--- src/rtl/rv_pkg.sv ---
// Shared core types: IF control bundle, fetch constants and hold-buffer state.
// Imported by rv_fetch, rv_next_pc and rv_ctrl.
package rv_pkg;

  typedef struct packed {
    logic ready_Q100H;
    logic ready_Q101H;
    logic sel_next_pc_alu_out_Q102H;
  } t_if_ctrl;

  // ADDI x0,x0,0
  localparam logic [31:0] RV_NOP_INSTR = 32'h0000_0013;
  localparam logic [31:0] RV_RESET_PC  = 32'h0000_0000;

  typedef enum logic {
    HOLD_EMPTY = 1'b0,
    HOLD_HELD  = 1'b1
  } t_hold_state;

  function automatic logic [31:0] rv_align4(
    input logic [31:0] addr
  );
    return addr & 32'hFFFF_FFFC;
  endfunction

endpackage

--- src/rtl/rv_next_pc.sv ---
// Next fetch PC select: redirect target > hold on stall > pc+4 (mod 2^32).
// Ports: pc_Q100H, redirect, ready_Q100H, alu_out_Q102H in; next_pc out.
module rv_next_pc
  import rv_pkg::*;
(
  input  logic [31:0] pc_Q100H,
  input  logic        redirect,
  input  logic        ready_Q100H,
  input  logic [31:0] alu_out_Q102H,
  output logic [31:0] next_pc
);

  logic [31:0] pc_plus4;

  always_comb begin
    pc_plus4 = pc_Q100H + 32'd4;
    if (redirect) begin
      next_pc = rv_align4(alu_out_Q102H);
    end else if (!ready_Q100H) begin
      next_pc = pc_Q100H;
    end else begin
      next_pc = pc_plus4;
    end
  end

endmodule

--- src/rtl/rv_fetch.sv ---
// Fetch stage Q100H->Q101H: PC register, imem drive, 1-entry hold buffer, squash.
// Ports: clk, rst (sync, high), if_ctrl, alu_out_Q102H, imem_rd_data_Q101H in;
//   imem_rd_en/addr_Q100H, pc_Q100H, pc_Q101H, instruction_Q101H, valid_Q101H out.
// RV_FETCH_PERF_CNT_EN adds perf_fetch_cnt, perf_squash_cnt, perf_stall_cnt.
module rv_fetch
  import rv_pkg::*;
#(
  parameter logic [31:0] RESET_PC  = RV_RESET_PC,
  parameter logic [31:0] NOP_INSTR = RV_NOP_INSTR
) (
  input  logic        clk,
  input  logic        rst,
  input  t_if_ctrl    if_ctrl,
  input  logic [31:0] alu_out_Q102H,
  input  logic [31:0] imem_rd_data_Q101H,
  output logic        imem_rd_en_Q100H,
  output logic [31:0] imem_rd_addr_Q100H,
  output logic [31:0] pc_Q100H,
  output logic [31:0] pc_Q101H,
  output logic [31:0] instruction_Q101H,
  output logic        valid_Q101H
`ifdef RV_FETCH_PERF_CNT_EN
  ,
  output logic [31:0] perf_fetch_cnt,
  output logic [31:0] perf_squash_cnt,
  output logic [31:0] perf_stall_cnt
`endif
);

  logic        redirect;
  logic        rdy0;
  logic        rdy1;
  logic [31:0] next_pc;

  logic [31:0] pc_q;
  logic [31:0] pc_d;
  logic [31:0] pc1_q;
  logic [31:0] pc1_d;
  logic        valid_q;
  logic        valid_d;
  t_hold_state hold_q;
  t_hold_state hold_d;
  logic [31:0] buf_q;
  logic [31:0] buf_d;
  logic        squash;

  assign redirect = if_ctrl.sel_next_pc_alu_out_Q102H;
  assign rdy0     = if_ctrl.ready_Q100H;
  assign rdy1     = if_ctrl.ready_Q101H;

  rv_next_pc u_next_pc (
    .pc_Q100H      (pc_q),
    .redirect      (redirect),
    .ready_Q100H   (rdy0),
    .alu_out_Q102H (alu_out_Q102H),
    .next_pc       (next_pc)
  );

  assign imem_rd_en_Q100H   = !rst && (rdy0 || redirect);
  assign imem_rd_addr_Q100H = pc_q;
  assign pc_Q100H           = pc_q;
  assign pc_Q101H           = pc1_q;

  always_comb begin
    pc_d  = next_pc;
    pc1_d = pc1_q;
    valid_d = valid_q;
    // Redirect must advance Q101H even under stall so the
    // wrong-path slot behind it is marked dead.
    if (rdy1 || redirect) begin
      pc1_d   = pc_q;
      valid_d = imem_rd_en_Q100H && !redirect;
    end
  end

  always_comb begin
    hold_d = hold_q;
    buf_d  = buf_q;
    unique case (hold_q)
      HOLD_EMPTY: begin
        // imem only presents the word for one cycle; keep it.
        if (!rdy1 && valid_q && !redirect) begin
          hold_d = HOLD_HELD;
          buf_d  = imem_rd_data_Q101H;
        end
      end
      HOLD_HELD: begin
        if (rdy1 || redirect) begin
          hold_d = HOLD_EMPTY;
        end
      end
      default: hold_d = HOLD_EMPTY;
    endcase
  end

  always_ff @(posedge clk) begin
    if (rst) begin
      pc_q    <= RESET_PC;
      pc1_q   <= 32'h0;
      valid_q <= 1'b0;
      hold_q  <= HOLD_EMPTY;
      buf_q   <= NOP_INSTR;
    end else begin
      pc_q    <= pc_d;
      pc1_q   <= pc1_d;
      valid_q <= valid_d;
      hold_q  <= hold_d;
      buf_q   <= buf_d;
    end
  end

  assign squash      = redirect || !valid_q;
  assign valid_Q101H = valid_q && !redirect;

  always_comb begin
    if (squash) begin
      instruction_Q101H = NOP_INSTR;
    end else if (hold_q == HOLD_HELD) begin
      instruction_Q101H = buf_q;
    end else begin
      instruction_Q101H = imem_rd_data_Q101H;
    end
  end

`ifdef RV_FETCH_PERF_CNT_EN
  logic [31:0] fetch_q;
  logic [31:0] fetch_d;
  logic [31:0] sq_q;
  logic [31:0] sq_d;
  logic [31:0] stall_q;
  logic [31:0] stall_d;
  logic        post_redir_q;

  always_comb begin
    fetch_d = fetch_q;
    sq_d    = sq_q;
    stall_d = stall_q;
    // Count each instruction once, on the cycle decode takes it.
    if (valid_Q101H && rdy1) fetch_d = fetch_q + 32'd1;
    if (redirect || post_redir_q) sq_d = sq_q + 32'd1;
    if (!rdy0) stall_d = stall_q + 32'd1;
  end

  always_ff @(posedge clk) begin
    if (rst) begin
      fetch_q      <= 32'h0;
      sq_q         <= 32'h0;
      stall_q      <= 32'h0;
      post_redir_q <= 1'b0;
    end else begin
      fetch_q      <= fetch_d;
      sq_q         <= sq_d;
      stall_q      <= stall_d;
      post_redir_q <= redirect;
    end
  end

  assign perf_fetch_cnt  = fetch_q;
  assign perf_squash_cnt = sq_q;
  assign perf_stall_cnt  = stall_q;
`endif

  a_stall_order: assert property (
    @(posedge clk) disable iff (rst)
      !(!rdy1 && rdy0)
  );

endmodule

--- config.mk ---
export PLATFORM = sky130hd
export DESIGN_NAME = rv_fetch
export DESIGN_NICKNAME = d
export VERILOG_FILES = /design/src/rtl/rv_pkg.sv /design/src/rtl/rv_next_pc.sv /design/src/rtl/rv_fetch.sv
export SDC_FILE = /design/constraint.sdc
export NUM_CORES = 1
export LEC_CHECK = 0
export CORE_UTILIZATION = 35
export CTS_CLUSTER_DIAMETER = 100
export CTS_CLUSTER_SIZE = 8
export DETAILED_ROUTE_END_ITERATION = 8
export PLACE_DENSITY = 0.68
export SLEW_MARGIN = 0
export SYNTH_ARGS = -nofsm -noshare
export SYNTH_HDL_FRONTEND = slang
export SYNTH_SLANG_ARGS = --single-unit
--- constraint.sdc ---
create_clock -name clk -period 4.8 [get_ports clk]
set_clock_uncertainty 0.15 [all_clocks]
set_input_delay 0.96 -clock clk [delete_from_list [all_inputs] [get_ports clk]]
set_output_delay 0.96 -clock clk [all_outputs]
set_load 0.05 [all_outputs]
==> Word level (Yosys, flattened, before mapping) <==
Cells that the tools add are included.
{ "op_classes": {"n_addsub": 1, "mux": 7, "bitwise_logic": 1, "n_reduce_logical": 15} }
{ "ops": {"columns": ["cell", "n"], "rows": [
  ["two-way mux 32 bit", 4],
  ["adder 32 x 3 -> 32 bit (second input constant)", 1],
  ["logical AND 1 bit", 5],
  ["logical NOT 1 bit", 4],
  ["logical OR 1 bit", 3],
  ["two-way mux 1 bit", 2],
  ["case mux 1 bit (2 select lines)", 1],
  ["AND reduction 2 bit", 1],
  ["nonzero test 2 bit", 1],
  ["OR reduction 2 bit", 1],
  ["NOT 1 bit", 1]
]} }
{ "totals": {"register_bits": 98, "in_bits": 69, "out_inout_bits": 130, "elab_cells": 30} }

==> Depth between registers and ports, before layout <==
{ "depth": {"depth_word": 5, "ltp_mapped": 6, "depth_no_buf": 5} }

==> Modules after synthesis <==
From an unflattened synthesis, not the netlist that was laid out.
{ "hier_totals": {"hier_cells": 642, "area_unflattened_um2": 5457.7} }
{ "modules_own_cells": {"columns": ["module", "n_inst", "cells_per_inst", "area_each_um2", "seq_area_each_um2"], "rows": [
  ["rv_fetch", 1, 465, 4409.2, 1961.9],
  ["rv_next_pc", 1, 177, 1048.5, 0.0]
]} }

==> Worst setup path after synthesis <==
OpenSTA, ideal clock, no wires.
{ "synth_timing": {"path_kind": "in2out", "from": "input port if_ctrl[0] in the netlist's numbering", "to": "output port imem_rd_en_Q100H", "arrival_time_ns": 2.212, "t_required_ns": 3.690, "setup_slack_ns": 1.478, "cell_stages": 4, "n_path_buf": 2, "cell_sequence": "clkbuf_1 > clkbuf_1 > nor2_1 > nor2_1"} }
{ "synth_via": {"elab_chain_cells": 2} }
{ "synth_lines": {"columns": ["item", "line_no", "source"], "rows": [
  ["start, declared", "rv_fetch.sv:13", "input t_if_ctrl if_ctrl,"],
  ["logical OR 1 bit", "rv_fetch.sv:59", "assign imem_rd_en_Q100H = !rst && (rdy0 || redirect);"],
  ["logical AND 1 bit", "rv_fetch.sv:59", null],
  ["end, declared", "rv_fetch.sv:16", "output logic imem_rd_en_Q100H,"]
]} }
Every way passes these cells.

==> Worst setup path after layout <==
Same ends and word-level chain as after synthesis.

==> metrics.md <==
| Metric | Value |
|---|---|
| Post-Syn Area | 4772 sq um |
| YS warnings | 0 |
| CP max FO | 10 |
| NumNets Final | 818 |
| Antenna violation net count after detailed routing | 0 |
| Post-DP HPWL | 9920 um |
| Post-synth cell types | 48 |
| Placed instance area | 6792 sq um |
| Outcome | finished clean |
| Global route overflow | 0 |
| Hold_buf cts | 0 |
| Total Routing Usage GR | 20.57% |
| Reg clk slew, reported paths | 0.06 ns |
| Post-CTS Setup Repair Bufs | 0 |
| Max-cap viol count | 0 |
| CTS root buffer | clkbuf_16 |
| H-tree depth | 3 |
| Iter 0 DRT Violations | 361 |
| Setup violations, final | 0 |
| Worst skew pair latency | 0.35 ns |
| Clk sink count | 94 |
| Critical Path AT | 2.64 ns |
| Least-Margin Pin Slew | 1.114 ns |
| TritonCTS clock tree | built |
| Num CTS Buffers | 9 |
| Pleak | 2.391 nW |
| Area Overhead vs Synth | 47.82% |
| Yosys reg bits | 94 |
| Vias/cell | 5.032 |
| EDFF count, synth | 0 |
| Post-synth ARST share | 0% |
| Diodes inserted | 0 |
| IO Count | 199 |
| Die area | 14110 sq um |
| IR drop worst, VDD | 0.1623 mV |
| Die X | 118.8 um |
| Layout cell share with drive strength beyond 1 | 9.467% |
| Die Y | 118.8 um |
| Final Instance Area | 7054 sq um |
| Power per cell area | 280.9 nW/um^2 |
| Area of the core | 13300 sq um |
| Highest Clock Rate | 266.4 MHz |
| Worst Hold Class | flop to flop |
| CP required | 3.69 ns |
| WL per Instance | 15.28 um |
| Vias in the first global route | 4523 |
| Initial antenna violation count | 1 |
| Fillers | 1244 |
| Via count | 4660 |
| Port bufs | 190 |
| Worst Reg-to-Reg Cells | 6 |
| Std-Cell Rows | 42 |
| RSZ-0062 raised after global routing | false |
| Slew Limit Fails | 0 |
| Largest net degree at the start of global routing | 97 |
| Global-route wire length before repair | 23030 um |
| CP startpoint kind | input port |
| WS Path Type | input port to output port |
| Pre-Repair DR Iteration Count | 4 |
| Post-Route WL | 14150 um |
| Clock Path Buffers | 2 |
| Fin crit share | 78.19% |
| Sequential-to-total area share from yosys stat | 39.43% |
| Worst hold stages | 2 |
| Drt drc | 0 |
| Mapped Avg Cell Area | 7.722 sq um |
| Setup tns final | 0 ns |
| Synth Instances | 618 |
| Post-layout min period | 3.753 ns |
| Top_reg_cell synth | dfxtp_1 |
| Initial Utilization | 35.89% |
| Slew headroom | 25.75% |
| Gpl congestion | 0.8125 |
| Post_cts resized | 0 |
| R2r setup slk | 2.21 ns |
| Final number of hold-violating endpoints | 0 |
| CP Capture Type | output port |
==> final timing paths <==
check | startpoint | endpoint
setup / recovery | if_ctrl[0] | imem_rd_en_Q100H
hold / removal | pc_Q101H[15] | pc_Q101H[15]
setup reg to reg | imem_rd_addr_Q100H[2] | imem_rd_addr_Q100H[20]
hold reg to reg | pc_Q101H[15] | pc_Q101H[15]
==> placed cells by master (no fill, tap or decap), types with 2 or more instances in the layout <==
| cell type | n |
|---|---|
| a311oi_1 | 11 |
| or3b_2 | 3 |
| conb_1 | 6 |
| a211oi_1 | 8 |
| nand4_1 | 6 |
| and4_1 | 4 |
| nand2_1 | 145 |
| or3_1 | 7 |
| o21bai_1 | 2 |
| a31oi_1 | 3 |
| o211ai_1 | 4 |
| or4_1 | 6 |
| mux2i_1 | 34 |
| nor3b_1 | 2 |
| or3_2 | 2 |
| inv_1 | 7 |
| clkdlybuf4s50_1 | 156 |
| nor2_1 | 58 |
| xor2_1 | 4 |
| nor4_1 | 7 |
| nor3_1 | 7 |
| o21ai_0 | 5 |
| or2_2 | 2 |
| nand3b_1 | 3 |
| a21oi_1 | 67 |
| dfxtp_1 | 93 |
| buf_4 | 10 |
| clkbuf_8 | 2 |
| a2111oi_0 | 2 |
| clkbuf_16 | 9 |
| clkinv_2 | 2 |
| nand3_1 | 14 |
| o31ai_1 | 6 |
| xnor2_1 | 7 |
| buf_12 | 32 |
==> where the power goes <==
part / internal, mW / total (mW) / leakage (nW) / switching [mW]
clock: 0.369 / 0.658 / 0.133 / 0.289
combinational: 0.175 / 0.464 / 1.49 / 0.289
sequential: 0.813 / 0.859 / 0.769 / 0.0466
total: 1.36 / 1.98 / 2.39 / 0.625
==> metrics by stage <==
stage	total power, mW	hold WS, ns	cells	setup WS [ns]	utilization (%)
global route	2.070	0.3159	926	0.9654	53.06
floorplan	1.177	0.2860	623	1.478	-
finish	1.982	0.2995	926	1.047	53.06
CTS	2.005	0.3016	926	1.025	53.06
detailed placement	1.342	0.2956	913	1.025	51.08
global placement	1.335	0.2885	913	1.017	51.08
==> state kept, by name, summed over array words and instances, names as in the netlist <==
signal	cells
buf_q	32
valid_q	1
pc_Q101H	30
hold_q	1
imem_rd_addr_Q100H	30
==> logic make-up after synthesis <==
kind of cell,count (synthesis),share of synthesized area [%]
buffers and inverters,91,11.14
muxes,34,7.132
adders and majority gates,1,0.2622
and+or+nand+nor,274,25.72
DFF,94,39.43
AOI/OAI and AO/OA,112,14.21
other,1,0.07858
xor gates and xnor gates,11,2.019
==> synth_stat cells (all sizes together), types with 3 or more instances <==
cell	instances	area [sq um]
nor3	8	40.04
nand2	145	544.3
nand4	7	50.05
or3	9	58.80
o31ai	6	45.04
a211oi	8	60.06
buf	47	352.8
nor4	7	43.79
a21oi	67	335.3
xnor2	7	61.31
nand3b	3	22.52
inv	7	26.28
and4	4	35.03
nor2	59	221.5
a31oi	3	18.77
nand3	15	80.08
a311oi	11	96.34
clkbuf	36	140.1
o21ai	5	25.02
or4	8	65.06
o211ai	4	30.03
dfxtp	94	1882
or3b	3	26.28
mux2i	34	340.3
xor2	4	35.03
==> critical path: stages <==
cell and delay, ns:
clkdlybuf4s50_1 0.70, nor2_1 0.09, nor2_1 0.09, clkdlybuf4s50_1 0.80
==> area by class of cell <==
| class | instances | area [sq um] | share of cell area [%] |
|---|---|---|---|
| Clock buffer | 11 | 252.7 | 3.583 |
| Tap cell | 176 | 220.2 | 3.122 |
| Sequential cell | 94 | 1883 | 26.69 |
| Inverter | 7 | 26.28 | 0.3725 |
| Timing Repair Buffer | 198 | 2277 | 32.28 |
| Multi-Input combinational cell | 438 | 2385 | 33.81 |
| Clock inverter | 2 | 10.01 | 0.1419 |
==> layer usage <==
layer | vias to the layer above | track usage, % | routed length (um)
met3 | 9 | 5.550 | 962
li1 | 2334 | - | -
met4 | 0 | 7.358 | 162
met1 | 2155 | 26.05 | 6306
met5 | - | 0 | 0
met2 | 162 | 33.41 | 6720
No activity file was read; power rests on OpenSTA's default activity.
